## config.mk

```make
export PLATFORM = sky130hd
export DESIGN_NAME = charge_session_ctrl
export DESIGN_NICKNAME = d
export VERILOG_FILES = /design/src/rtl/charge_ctrl_pkg.sv /design/src/rtl/sig_debounce.sv /design/src/rtl/charge_session_ctrl.sv
export SDC_FILE = /design/constraint.sdc
export NUM_CORES = 1
export LEC_CHECK = 0
export CORE_ASPECT_RATIO = 0.9
export CORE_MARGIN = 2
export CORE_UTILIZATION = 55
export CTS_CLUSTER_DIAMETER = 30
export DETAILED_ROUTE_END_ITERATION = 16
export GPL_TIMING_DRIVEN = 0
export PLACE_DENSITY = 0.75
export SLEW_MARGIN = 15
export SYNTH_ARGS = -nofsm -noshare
export SYNTH_HDL_FRONTEND = slang
export SYNTH_HIERARCHICAL = 1
export SYNTH_SLANG_ARGS = --single-unit
```

## constraint.sdc

```tcl
create_clock -name clk -period 3.5 [get_ports clk]
set_clock_uncertainty 0.2 [all_clocks]
set_input_delay 0.35 -clock clk [delete_from_list [all_inputs] [get_ports clk]]
set_output_delay 0.35 -clock clk [all_outputs]
set_load 0.03 [all_outputs]
```

## src/rtl/charge_ctrl_pkg.sv

```systemverilog
// Shared types and constants for the charge-session controller.
package charge_ctrl_pkg;

    localparam int STATE_W         = 3;
    localparam int LEVEL_W_DEFAULT = 4;

    // Session states; the encoding is visible on state_o.
    typedef enum logic [STATE_W-1:0] {
        ST_IDLE     = 3'd0,
        ST_RAMP     = 3'd1,
        ST_CHARGE   = 3'd2,
        ST_LOCKOUT  = 3'd3,
        ST_DRY_WAIT = 3'd4,
        ST_BACKOFF  = 3'd5,
        ST_LATCHED  = 3'd6
    } state_t;

    // States in which current may flow to the power stage.
    function automatic logic is_active(input state_t s);
        return (s == ST_RAMP) || (s == ST_CHARGE);
    endfunction

endpackage

```

## src/rtl/sig_debounce.sv

```systemverilog
// Two-flop synchroniser followed by a consecutive-sample debouncer.
// The debounced value only follows the synced value after it has
// disagreed for DEBOUNCE_CYCLES edges in a row.
module sig_debounce #(
    parameter int DEBOUNCE_CYCLES = 16
) (
    input  logic clk,
    input  logic reset_n,
    input  logic raw,
    output logic debounced
);

    localparam int              CNT_W    = $clog2(DEBOUNCE_CYCLES + 1);
    localparam logic [CNT_W-1:0] CNT_LAST = CNT_W'(DEBOUNCE_CYCLES - 1);

    logic             meta;
    logic             synced;
    logic [CNT_W-1:0] cnt;

    // Bring the asynchronous input into the clk domain.
    // NOTE: sequential state uses <= so every flop samples pre-edge values.
    always_ff @(posedge clk or negedge reset_n) begin
        if (!reset_n) begin
            meta   <= 1'b0;
            synced <= 1'b0;
        end else begin
            meta   <= raw;
            synced <= meta;
        end
    end

    // Count consecutive disagreeing edges; flip on the last one.
    always_ff @(posedge clk or negedge reset_n) begin
        if (!reset_n) begin
            cnt       <= '0;
            debounced <= 1'b0;
        end else if (synced == debounced) begin
            cnt <= '0;
        end else if (cnt == CNT_LAST) begin
            cnt       <= '0;
            debounced <= synced;
        end else begin
            cnt <= cnt + CNT_W'(1);
        end
    end

endmodule

```

## src/rtl/charge_session_ctrl.sv

```systemverilog
// Charge-session sequencer: moisture lockout with dry hold, soft-start
// current ramp, and fault retry with backoff and latch-off.
module charge_session_ctrl
    import charge_ctrl_pkg::*;
#(
    parameter int DEBOUNCE_CYCLES  = 16,
    parameter int DRY_HOLD_CYCLES  = 1024,
    parameter int RAMP_STEP_CYCLES = 64,
    parameter int BACKOFF_CYCLES   = 256,
    parameter int LEVEL_W          = LEVEL_W_DEFAULT,
    parameter int MAX_RETRIES      = 3
) (
    input  logic               clk,
    input  logic               reset_n,
    input  logic               moisture_sensor,
    input  logic               charger_plugged,
    input  logic               fault_in,
    input  logic [LEVEL_W-1:0] level_limit,
    output logic               charge_enable,
    output logic [LEVEL_W-1:0] charge_level,
    output logic [STATE_W-1:0] state_o,
    output logic               moisture_lockout,
    output logic               retry_exhausted
);

    localparam int STEP_W  = $clog2(RAMP_STEP_CYCLES + 1);
    localparam int DRY_W   = $clog2(DRY_HOLD_CYCLES + 1);
    localparam int BOFF_W  = $clog2(BACKOFF_CYCLES + 1);
    localparam int RETRY_W = $clog2(MAX_RETRIES + 1);

    localparam logic [STEP_W-1:0]  STEP_LAST = STEP_W'(RAMP_STEP_CYCLES - 1);
    localparam logic [DRY_W-1:0]   DRY_LOAD  = DRY_W'(DRY_HOLD_CYCLES - 1);
    localparam logic [BOFF_W-1:0]  BOFF_LAST = BOFF_W'(BACKOFF_CYCLES - 1);
    localparam logic [RETRY_W-1:0] RETRY_MAX = RETRY_W'(MAX_RETRIES);

    logic plug_meta, plug_sync;
    logic moist_deb;

    state_t               state, next_state;
    logic [LEVEL_W-1:0]   level, next_level;
    logic [STEP_W-1:0]    step_cnt, next_step;
    logic [DRY_W-1:0]     dry_cnt, next_dry;
    logic [BOFF_W-1:0]    boff_cnt, next_boff;
    logic [RETRY_W-1:0]   retry_cnt, next_retry;

    sig_debounce #(
        .DEBOUNCE_CYCLES(DEBOUNCE_CYCLES)
    ) u_moist_deb (
        .clk      (clk),
        .reset_n  (reset_n),
        .raw      (moisture_sensor),
        .debounced(moist_deb)
    );

    // Plug detect only needs synchronising, not debouncing.
    always_ff @(posedge clk or negedge reset_n) begin
        if (!reset_n) begin
            plug_meta <= 1'b0;
            plug_sync <= 1'b0;
        end else begin
            plug_meta <= charger_plugged;
            plug_sync <= plug_meta;
        end
    end

    // Next-state, level and counter logic in priority order: unplug, moisture, fault.
    always_comb begin
        // NOTE: every output gets a default first, so no path can infer a latch.
        next_state = state;
        next_level = level;
        next_step  = step_cnt;
        next_dry   = dry_cnt;
        next_boff  = boff_cnt;
        next_retry = retry_cnt;

        if (!plug_sync) begin
            next_state = ST_IDLE;
            next_level = '0;
            next_step  = '0;
            next_dry   = '0;
            next_boff  = '0;
            next_retry = '0;
        end else if (moist_deb && state != ST_LATCHED) begin
            next_state = ST_LOCKOUT;
            next_level = '0;
        end else if (fault_in && is_active(state)) begin
            next_retry = (retry_cnt < RETRY_MAX) ? retry_cnt + RETRY_W'(1) : retry_cnt;
            next_state = (next_retry == RETRY_MAX) ? ST_LATCHED : ST_BACKOFF;
            next_level = '0;
            next_boff  = '0;
        end else begin
            case (state)
                ST_IDLE: begin
                    next_state = ST_RAMP;
                    next_level = '0;
                    next_step  = '0;
                end
                ST_RAMP: begin
                    if (level >= level_limit) begin
                        next_level = level_limit;
                        next_state = ST_CHARGE;
                    end else if (step_cnt == STEP_LAST) begin
                        next_level = level + LEVEL_W'(1);
                        next_step  = '0;
                    end else begin
                        next_step = step_cnt + STEP_W'(1);
                    end
                end
                ST_CHARGE: begin
                    if (level_limit < level) begin
                        next_level = level_limit;
                    end else if (level_limit > level) begin
                        next_state = ST_RAMP;
                        next_step  = '0;
                    end
                end
                ST_LOCKOUT: begin
                    // Reaching here means the debounced moisture has fallen.
                    next_level = '0;
                    next_state = ST_DRY_WAIT;
                    next_dry   = DRY_LOAD;
                end
                ST_DRY_WAIT: begin
                    next_level = '0;
                    if (dry_cnt == '0) begin
                        next_state = ST_RAMP;
                        next_step  = '0;
                    end else begin
                        next_dry = dry_cnt - DRY_W'(1);
                    end
                end
                ST_BACKOFF: begin
                    next_level = '0;
                    if (boff_cnt == BOFF_LAST) begin
                        next_state = ST_RAMP;
                        next_step  = '0;
                    end else begin
                        next_boff = boff_cnt + BOFF_W'(1);
                    end
                end
                ST_LATCHED: begin
                    next_level = '0;
                end
                default: begin
                    next_state = ST_IDLE;
                    next_level = '0;
                    next_step  = '0;
                    next_dry   = '0;
                    next_boff  = '0;
                    next_retry = '0;
                end
            endcase
        end
    end

    // State, counters and outputs all update together from the next-state values.
    always_ff @(posedge clk or negedge reset_n) begin
        if (!reset_n) begin
            state            <= ST_IDLE;
            level            <= '0;
            step_cnt         <= '0;
            dry_cnt          <= '0;
            boff_cnt         <= '0;
            retry_cnt        <= '0;
            charge_enable    <= 1'b0;
            moisture_lockout <= 1'b0;
            retry_exhausted  <= 1'b0;
        end else begin
            state            <= next_state;
            level            <= next_level;
            step_cnt         <= next_step;
            dry_cnt          <= next_dry;
            boff_cnt         <= next_boff;
            retry_cnt        <= next_retry;
            charge_enable    <= is_active(next_state) && (next_level != '0);
            moisture_lockout <= (next_state == ST_LOCKOUT) || (next_state == ST_DRY_WAIT);
            retry_exhausted  <= (next_state == ST_LATCHED);
        end
    end

    assign charge_level = level;
    assign state_o      = state;

endmodule

```

==> flow_summary_export.csv <==
group,metric,value,unit
layout,syn_to_final_growth,14.2,%
setup_path,crit_top_cell,"and3_1",
yosys,synthTopCellsByCount,"dfrtp_1 (49), nor2_1 (30), nand2_1 (23)",
drt,drt-vias-per-instance,6.12,
timing,min_period,3.23,ns
power,pwr-share-comb,23.6,%
status,outcome,"finished, final reports clean",
timing,rsz0062_at_grt,"no",
timing,slew_headroom,38.9,%
yosys,ys_async_sr_fraction,100,%
yosys,synth_top_family_by_area,"simple AND/OR/NAND/NOR gates",
placement,place_congestion,0.949,
yosys,ys_ff_latch,49,
yosys,synth-seq-area-share,42.2,%
floorplan,initial_utilization,56.3,%
timing,max_slew.worst_pin.slew,0.910,ns
cts,cts_buffers,5,
setup_path,crit-reg2reg-capture,"step_cnt[0]$_DFFE_PN0P_",
global_routing,globalRouteOverflowTotal,0,
timing,max_freq,310,MHz
setup_path,reg2reg_slack,0.27,ns
layout,nets,362,
yosys,synth_top_area_share,42.2,%
floorplan,rows,25,
setup_path,crit_arrival,3.23,ns
setup_path,cp-start-kind,"flop",
yosys,synth_area_leader_cell,"dfrtp_1",
cts,clkSinkCount,49,
layout,antenna_cells,0,
floorplan,die_w,80.6,um
drt,drt_iter0_drc,226,
floorplan,die_area,5880,um2
yosys,muxShareOfSynthArea,2.28,%
layout,final_design_area_no_fill,3320,um2
power,powerDensity,404,nW/um2
yosys,synthAdderAreaFrac,4.30,%
timing,slew_violations,0,
cts,clk_pin_slew,0.09,ns
floorplan,pin_count,19,
power,finalPower,1.34,mW
yosys,synth.most_common_cell,"dfrtp_1",
yosys,ys_warn_count,6,
power,p_seq_share,45.9,%
yosys,yosys.cell_types.count,63,
placement,io_buffers,18,
setup_path,cp.required,3.50,ns
drt,post_drt_wl_per_cell,15.5,um
setup_path,cp_cell_sequence,"ha_1, and3_1, and3_1, and3_1, ha_1, nor2_1, or3_1, nand4b_1, nand2_2, a211oi_4, nor2_2, mux2_4",
setup_path,crit_family,"simple AND/OR/NAND/NOR gates",
global_routing,grt_first_pass_wirelength,10700,um
yosys,synth-compound-area-share,21.8,%
yosys,synth_edf_count,0,
timing,setup-violations-final,0,
setup_path,r2r_start,"boff_cnt[0]$_DFFE_PN0P_",
floorplan,die_y,73.0,um
timing,fin_crit_sh,92.2,%
timing,holdWs,0.160,ns
global_routing,grt_max_degree,26,
yosys,synthFlopType,"dfrtp_1",
setup_path,critPathBufInv,0,
worst_hold_path,holdPathStages,0,
drt,routed_wl,6380,um
power,switching_power,0.412,mW
global_routing,antenna_found_initial,0,
cts,cts_setup_buffers,0,
yosys,syn_area_per_cell,9.20,um2
setup_path,path_class,"reg -> reg",
placement,dp.cells,402,
job,drv_cap,0,
setup_path,worst-path-stages,12,
setup_path,critical-path-slowest-cell,"dfrtp_1",
cts,ctsLongestPathBuffers,2,
power,internal_power,0.928,mW
power,power.share.clock,30.5,%
setup_path,end_kind,"flop",
setup_path,r2r_cells,12,
cts,clk_latency,0.30,ns
cts,htree_levels,2,
placement,hpwl,4730,um
power,switching_share,30.7,%
yosys,synth_area_leaders,"dfrtp_1 (42%), ha_1 (4.3%), nor2_1 (3.9%), nand2_1 (3.0%), a21oi_1 (2.8%)",
drt,ant_nets,0,
placement,place_area,3190,um2
global_routing,grt_pass1_vias,2379,
drt,vias,2515,
yosys,synthSimpleGateAreaFrac,23.5,%
timing,hold_violations,0,
drt,drt-pass1-iter-count,4,
cts,cts_tree,"done",
layout,drive_above_1_share,11.0,%
setup_path,crit_path_max_fanout,7,
yosys,syn_inst,316,
yosys,netlist_area,2910,um2
yosys,synth-xor-area-share,2.11,%
power,power_leakage,1.52,nW
layout,final_cells,411,
worst_hold_path,min_path_type,"reg -> reg",
global_routing,track_usage,23.2,%
setup_path,crit_path_end,"step_cnt[0]$_DFFE_PN0P_",
yosys,synth_nets,335,
cts,clock-root-buffer,"clkbuf_8",
power,ir_drop,0.000350,V
drt,drc_errors,0,
setup_path,worst_path_largest_cell_delay,0.40,ns
layout,finish.utilization,64.3,%
floorplan,coreArea,5160,um2
setup_path,cp-startpoint,"boff_cnt[0]$_DFFE_PN0P_",
[layer usage]
layer  global-route usage (%)  vias up  share of wire (%)
met4                     8.85        0                1.6
met3                     3.96       12                4.5
met5                        0        -                  0
li1                         -     1208                  -
met1                     32.0     1214                 48
met2                     37.0       81                 46
[flip-flops by register name (all words and copies together), names as in the netlist, 2 cells and up]
register / flops
retry_cnt: 2
boff_cnt: 9
dry_cnt: 11
u_moist_deb/cnt: 5
charge_level: 4
step_cnt: 7
state_o: 3
[repair_timing]
action / CTS / global route
resized for setup: 0 / 2
hold buffers: 1 / 0
endpoints found under the hold margin: 24 / 0
setup endpoints to repair: 0 / 5
[through the flow]
step | TNS (ns) | setup WS [ns]
after floorplan | 0 | 0.581
after global placement | -0.0700 | -0.0577
after detailed placement | -0.742 | -0.119
after CTS | 0 | 0.101
after global routing | 0 | 0.0803
final | 0 | 0.273
[power by group through the flow]
| stage | logic [mW] | clock network, mW | registers [mW] |
|---|---|---|---|
| floorplan | 0.208 | 0 | 0.636 |
| global placement | 0.303 | 0 | 0.625 |
| detailed placement | 0.310 | 0 | 0.626 |
| CTS | 0.313 | 0.416 | 0.614 |
| global route | 0.350 | 0.441 | 0.619 |
| finish | 0.317 | 0.409 | 0.615 |
[worst reg2reg max path: stages, from the launching register on]
cell	delay (ns)
dfrtp_1	0.40
ha_1	0.22
and3_1	0.24
and3_1	0.19
and3_1	0.17
ha_1	0.18
nor2_1	0.07
or3_1	0.31
nand4b_1	0.15
nand2_2	0.13
a211oi_4	0.40
nor2_2	0.16
mux2_4	0.32
[cell families (layout without fill, tap and decap cells)]
| kind of cell | Yosys count | count (layout) |
|---|---|---|
| AND/OR/NAND/NOR | 124 | 124 |
| AO/OA/AOI/OAI | 93 | 93 |
| flip-flops | 49 | 49 |
| buffers and inverters | 27 | 55 |
| adder cells (fa/ha/maj) | 10 | 10 |
| XOR/XNOR | 7 | 7 |
| multiplexers | 6 | 6 |
[worst min-delay path by stage]
stage / startpoint / end / slack (ns)
final: u_moist_deb/meta$_DFF_PN0_ / u_moist_deb/synced$_DFF_PN0_ / 0.16
after detailed placement: plug_meta$_DFF_PN0_ / plug_sync$_DFF_PN0_ / 0.14
after floorplan: reset_n / boff_cnt[0]$_DFFE_PN0P_ / -0.15
after global routing: u_moist_deb/meta$_DFF_PN0_ / u_moist_deb/synced$_DFF_PN0_ / 0.17
after CTS: u_moist_deb/meta$_DFF_PN0_ / u_moist_deb/synced$_DFF_PN0_ / 0.16
after global placement: u_moist_deb/meta$_DFF_PN0_ / u_moist_deb/synced$_DFF_PN0_ / 0.14
[placed cells by master, fill, tap and decap left out, drive strengths merged, types with 4 or more instances in the layout]
| cell | instances |
|---|---|
| dfrtp | 49 |
| nor2 | 32 |
| o21ai | 28 |
| nand2 | 24 |
| inv | 18 |
| clkdlybuf4s50 | 17 |
| a21oi | 17 |
| nand3 | 11 |
| ha | 10 |
| and3 | 9 |
| nor3 | 9 |
| clkbuf | 9 |
| nand2b | 7 |
| o211ai | 7 |
| buf | 7 |
| or3 | 6 |
| o22ai | 5 |
| o41ai | 5 |
| nor2b | 4 |
| xnor2 | 4 |
| nor3b | 4 |
| mux2i | 4 |
[layout make-up]
class | count | area (um2)
Multi-Input combinational cell | 240 | 1580
Buffer | 9 | 45.0
Inverter | 18 | 67.6
Clock buffer | 5 | 68.8
Sequential cell | 49 | 1230
Clock inverter | 3 | 46.3
Timing Repair Buffer | 20 | 205
Fill cell | 439 | 1840
Tap cell | 67 | 83.8
Note: power is estimated with default switching activity, not from simulation.
